<file path="src/rtl/mem_port_arbiter.sv">
// mem_port_arbiter
//   Shares one single-port synchronous RAM between the instruction-fetch port (I)
//   and the load/store data port (D). One access per cycle; grant is combinational
//   in the request cycle and read data returns one cycle after the grant.
//
//   Build option: MEM_ARB_RR_EN
//     undefined (default): fixed D priority, with a starvation guard that forces an
//                          I grant after STARVE_N consecutive refusals.
//     defined            : round-robin between I and D on contention.
module mem_port_arbiter #(
    parameter int ADDR_W   = 16,
    parameter int DATA_W   = 16,
    parameter int STARVE_N = 4
) (
    input  logic              clk,
    input  logic              rst_n,
    input  logic              i_req,
    input  logic [ADDR_W-1:0] i_addr,
    output logic              i_gnt,
    output logic              i_rvalid,
    output logic [DATA_W-1:0] i_rdata,
    input  logic              d_req,
    input  logic              d_we,
    input  logic [ADDR_W-1:0] d_addr,
    input  logic [DATA_W-1:0] d_wdata,
    output logic              d_gnt,
    output logic              d_rvalid,
    output logic [DATA_W-1:0] d_rdata,
    output logic              mem_en,
    output logic              mem_we,
    output logic [ADDR_W-1:0] mem_addr,
    output logic [DATA_W-1:0] mem_wdata,
    input  logic [DATA_W-1:0] mem_rdata
);

    // Response FSM encoding
    localparam logic [1:0] ST_IDLE = 2'd0;
    localparam logic [1:0] ST_RD_I = 2'd1;
    localparam logic [1:0] ST_RD_D = 2'd2;

    logic [1:0] r_rsp_state;
    logic [1:0] w_nxt_state;
    logic       w_i_win;
    logic       w_d_win;
    logic       w_i_rsp;
    logic       w_d_rsp;
    logic [DATA_W-1:0] r_i_rdata;
    logic [DATA_W-1:0] r_d_rdata;

`ifdef MEM_ARB_RR_EN
    // Port that won the most recent grant; the other port wins the next tie.
    localparam logic WIN_I = 1'b0;
    localparam logic WIN_D = 1'b1;
    logic r_last_win;
`else
    // Consecutive cycles the fetch port has been refused while requesting.
    localparam int         SW         = $clog2(STARVE_N + 1);
    localparam logic [SW-1:0] STARVE_MAX = SW'(STARVE_N);
    logic [SW-1:0] r_starve_cnt;
`endif

    // Arbitration: pick at most one winner; nothing is granted while reset is held.
    always_comb begin
        w_i_win = 1'b0;
        w_d_win = 1'b0;
        if (!rst_n) begin
            w_i_win = 1'b0;
            w_d_win = 1'b0;
        end else if (i_req && d_req) begin
`ifdef MEM_ARB_RR_EN
            if (r_last_win == WIN_D) begin
                w_i_win = 1'b1;
            end else begin
                w_d_win = 1'b1;
            end
`else
            if (r_starve_cnt == STARVE_MAX) begin
                w_i_win = 1'b1;
            end else begin
                w_d_win = 1'b1;
            end
`endif
        end else if (i_req) begin
            w_i_win = 1'b1;
        end else if (d_req) begin
            w_d_win = 1'b1;
        end else begin
            w_i_win = 1'b0;
            w_d_win = 1'b0;
        end
    end

    assign i_gnt     = w_i_win;
    assign d_gnt     = w_d_win;
    assign mem_en    = w_i_win | w_d_win;
    assign mem_we    = w_d_win & d_we;
    assign mem_addr  = w_i_win ? i_addr : (w_d_win ? d_addr : {ADDR_W{1'b0}});
    assign mem_wdata = w_d_win ? d_wdata : {DATA_W{1'b0}};

    // Next response state: a read granted now returns its data next cycle.
    always_comb begin
        w_nxt_state = ST_IDLE;
        if (w_i_win) begin
            w_nxt_state = ST_RD_I;
        end else if (w_d_win && !d_we) begin
            w_nxt_state = ST_RD_D;
        end else begin
            w_nxt_state = ST_IDLE;
        end
    end

    // Response state register; reset drops any in-flight read.
    always_ff @(posedge clk) begin
        if (!rst_n) begin
            r_rsp_state <= ST_IDLE;
        end else begin
            r_rsp_state <= w_nxt_state;
        end
    end

    // Decode which port receives this cycle's RAM read data.
    always_comb begin
        w_i_rsp = 1'b0;
        w_d_rsp = 1'b0;
        case (r_rsp_state)
            ST_RD_I: w_i_rsp = 1'b1;
            ST_RD_D: w_d_rsp = 1'b1;
            default: begin
                w_i_rsp = 1'b0;
                w_d_rsp = 1'b0;
            end
        endcase
    end

    // Masking with rst_n makes a response vanish in the cycle reset is applied.
    assign i_rvalid = w_i_rsp & rst_n;
    assign d_rvalid = w_d_rsp & rst_n;
    assign i_rdata  = i_rvalid ? mem_rdata : r_i_rdata;
    assign d_rdata  = d_rvalid ? mem_rdata : r_d_rdata;

    // Capture returned words so each rdata holds between responses.
    always_ff @(posedge clk) begin
        if (!rst_n) begin
            r_i_rdata <= {DATA_W{1'b0}};
            r_d_rdata <= {DATA_W{1'b0}};
        end else begin
            if (w_i_rsp) begin
                r_i_rdata <= mem_rdata;
            end
            if (w_d_rsp) begin
                r_d_rdata <= mem_rdata;
            end
        end
    end

`ifdef MEM_ARB_RR_EN
    // Remember the most recent winner for round-robin tie breaking.
    always_ff @(posedge clk) begin
        if (!rst_n) begin
            r_last_win <= WIN_D;
        end else if (w_i_win) begin
            r_last_win <= WIN_I;
        end else if (w_d_win) begin
            r_last_win <= WIN_D;
        end else begin
            r_last_win <= r_last_win;
        end
    end
`else
    // Count refused fetch cycles, saturating; cleared once I is served or drops its request.
    always_ff @(posedge clk) begin
        if (!rst_n) begin
            r_starve_cnt <= {SW{1'b0}};
        end else if (!i_req || w_i_win) begin
            r_starve_cnt <= {SW{1'b0}};
        end else if (r_starve_cnt != STARVE_MAX) begin
            r_starve_cnt <= r_starve_cnt + {{(SW-1){1'b0}}, 1'b1};
        end else begin
            r_starve_cnt <= r_starve_cnt;
        end
    end
`endif

endmodule

</file>
<file path="config.mk">
export PLATFORM = sky130hd
export DESIGN_NAME = mem_port_arbiter
export DESIGN_NICKNAME = d
export VERILOG_FILES = /design/src/rtl/mem_port_arbiter.sv
export SDC_FILE = /design/constraint.sdc
export NUM_CORES = 1
export LEC_CHECK = 0
export ABC_AREA = 0
export CORE_UTILIZATION = 35
export CTS_CLUSTER_DIAMETER = 200
export DETAILED_ROUTE_END_ITERATION = 16
export PLACE_DENSITY = 0.84
export SETUP_SLACK_MARGIN = 0.3
export SLEW_MARGIN = 10
export SYNTH_ARGS = -nofsm -noshare
export SYNTH_HDL_FRONTEND = slang
export SYNTH_SLANG_ARGS = --single-unit
</file>
<file path="constraint.sdc">
create_clock -name clk -period 3.4 [get_ports clk]
set_input_delay 0.68 -clock clk [delete_from_list [all_inputs] [get_ports clk]]
set_output_delay 0.68 -clock clk [all_outputs]
set_load 0.05 [all_outputs]
</file>
==> results.md <==
- Port bufs: 138
- CP required: 2.72 ns
- Switch share: 31.4%
- Maximum number of pins on one net before global-route repair: 36
- DP Wirelength: 4.83 mm
- Syn Nets: 242
- Pre-CTS WS: 0.389 ns
- Power share of the clock group: 24.8%
- Synth cell types: 27
- Synth Area per Inst: 11.3 um^2
- Final net count: 379
- Vias/cell: 5.08
- CTS Buffer Depth: 2
- Initial antenna violation count: 0
- Hold_buf cts: 0
- Seq pwr share: 37.5%
- Initial core utilization: 37.2%
- Rel. slew slack: 44.7%
- CTS tree: done
- Pleak: 1.61 nW
- CP Capture Type: primary output
- Ys Warns: 0
- Status: completed
- Share of cells above drive strength 1: 36.7%
- Gate power share: 37.7%
- Setup violations, final: 0
- Final period util: 86.0%
- Core area: 0.00520 mm^2
- Post-route setup TNS: 0 ns
- Iter 0 DRT Violations: 90
- Post-synth ARST share: 0%
- Delay-heaviest family, CP: buffers and inverters
- Die height: 76.4 um
- Internal: 0.000834 W
- CTS root buf: clkbuf_8
- Critical Path AT: 2.24 ns
- Final WS setup: 0.475 ns
- Critical path's slowest cell: clkdlybuf4s50_1
- Vias in the first global route: 2,024
- CP Launch Point: d_req
- Drt pass-1 iters: 4
- Most used DFF post-synth: dfxtp_1
- Post-Route Utilization: 73.4%
- Hold Startpoint: r_starve_cnt[0]
- Critical path class: input pin to primary output
- Synthesized flop and latch total: 37
- RSZ-0062 raised after global routing: no
- H-Tree Depth: 2
- Power Total: 0.00122 W
- ANT cells: 0
- First-pass GRT wire length: 9.82 mm
- Row cnt: 26
- Yosys top cell area share: 38.2%
- WL per Instance: 15.9 um
- CTS Buf Count: 5
- Clock slew at reported path FFs: 0.07 ns
- NetSw: 0.000382 W
- Power density cells: 318 mW/mm^2
- Worst slew pin tran: 0.825 ns
- Final instance area: 0.00382 mm^2
- R2R setup slack: 2.00 ns
- CP Cell Sequence: clkdlybuf4s50_1 > nand2_1 > a31oi_4 > buf_4 > a22o_1 > buf_12
- Placed cell areas: 0.00373 mm^2
- # IOs: 139
- Number of flops mapped to enable cells by yosys: 0
- Die width: 76.4 um
- CTS Sinks: 37
- Post-synth top area cell: dfxtp_1
- Sequential fraction of the synthesis area: 38.2%
- Fin crit period: 2.92 ns
- Area of the die: 0.00584 mm^2
- Synthesized area: 0.00194 mm^2
- Final Slew Violations: 0
- Worst-Skew Late Latency: 0.28 ns
- Cells after synthesis: 171
- Antenna-violating nets left: 0
- Area delta synth->final: 97.2%
- Final hold violations: 0
- GR Overflow Total: 0
- RR Startpoint: r_starve_cnt[0]
- WL final: 6.03 mm
- Delay of the slowest critical-path stage: 0.56 ns
- Maximum VDD drop: 0.168 mV
- Worst-path fanout max: 35
- MaxCap Viol Count: 0
- CP startpoint kind: input pin
- HP Class: flip-flop to flip-flop
- Via Count: 1,922
- Synth area leaders: dfxtp_1 (38%), a22o_1 (22%), mux2_2 (11%)
- GPL Wtd Cong: 0.747
- Skew final: 0.00575 ns
- Peak Freq: 342 MHz
- Critical path buffers and inverters: 3
- DRC viols: 0
- GRT Overall Usage: 21.2%
## worst paths after layout
kind | to | cells after the start
setup / recovery | mem_addr[9] | 6
hold / removal | r_starve_cnt[0] | 1
setup reg to reg | r_rsp_state[1] | 5
hold reg to reg | r_starve_cnt[0] | 1
## synthesized netlist by cell type, types with 2 or more instances
master	count
a22o_1	48
and2_1	17
buf_2	5
buf_4	4
dfxtp_1	37
ha_1	2
inv_1	4
mux2_1	3
mux2_2	19
mux2_4	10
nand2_1	3
nor2_1	2
nor3b_1	2
o21a_1	2
## per-stage QoR
step | std cells | hold slack [ns]
floorplan | 171 | 0.427
global placement | 371 | 0.438
detailed placement | 371 | 0.456
CTS | 378 | 0.469
global route | 378 | 0.482
finish | 378 | 0.461
## power groups by stage
stage                     Combinational, W  Clock, W  Sequential, W
after global routing              0.000477  0.000331       0.000457
after detailed placement          0.000461         0       0.000465
after global placement            0.000454         0       0.000464
after CTS                         0.000462  0.000313       0.000455
after floorplan                   0.000225         0       0.000463
final                             0.000458  0.000302       0.000455
## worst register-to-register path: stages (launching register included)
cell and delay [ns]:
dfxtp_1 0.36, inv_1 0.06, ha_1 0.25, a31oi_4 0.18, buf_4 0.32, nor2b_1 0.18
## sequential cells by signal, summed over array words and instances, names as in the netlist
name,flops
r_d_rdata,16
r_i_rdata,16
r_starve_cnt,3
r_rsp_state,2
## final cells by class
class                           instances  area, um^2
Timing Repair Buffer                  143        1800
Fill cell                             372        1390
Multi-Input combinational cell        117        1090
Sequential cell                        37         741
Tap cell                               70        87.6
Clock buffer                            7        86.3
Inverter                                4        15.0
## routing by layer
layer / GRT usage [%] / routed length, um / share of wire (%)
met5: 0 / 0 / 0
met4: 5.77 / 80 / 1.3
met3: 6.83 / 524 / 8.7
met2: 40.1 / 3190 / 53
met1: 22.3 / 2230 / 37
## logic make-up (layout without fill, tap and decap cells)
| kind of cell | Yosys count | in the layout | share of synthesized area, % |
|---|---|---|---|
| AO/OA/AOI/OAI | 54 | 54 | 24.9 |
| adder cells (fa/ha/maj) | 2 | 2 | 1.29 |
| buffers and inverters | 17 | 154 | 5.43 |
| flip-flops | 37 | 37 | 38.2 |
| multiplexers | 33 | 33 | 21.1 |
| AND/OR/NAND/NOR | 28 | 28 | 9.11 |
## layout by cell type, fill, tap and decap left out
master           instances
nor3b_4                  1
nand2_1                  3
nor2b_1                  1
mux2_4                  10
a21oi_2                  1
buf_12                  44
nor2_1                   2
o21a_1                   2
buf_4                   30
mux2_2                  19
ha_1                     2
dfxtp_1                 37
nand3_1                  1
and2_1                  17
mux2_1                   3
clkbuf_8                 6
inv_1                    4
clkbuf_1                 1
a21oi_1                  1
and3_1                   1
a31oi_4                  1
mux2i_1                  1
a22o_1                  48
dlymetal6s2s_1           1
clkdlybuf4s50_1         68
nor3b_1                  2
a21boi_2                 1
## repair_timing
| action | CTS | global route |
|---|---|---|
| endpoints found under the setup margin | 0 | 1 |
| buffers inserted | 0 | 0 |
| gates resized for setup | 0 | 1 |
Power figures use the tool's default switching activity.
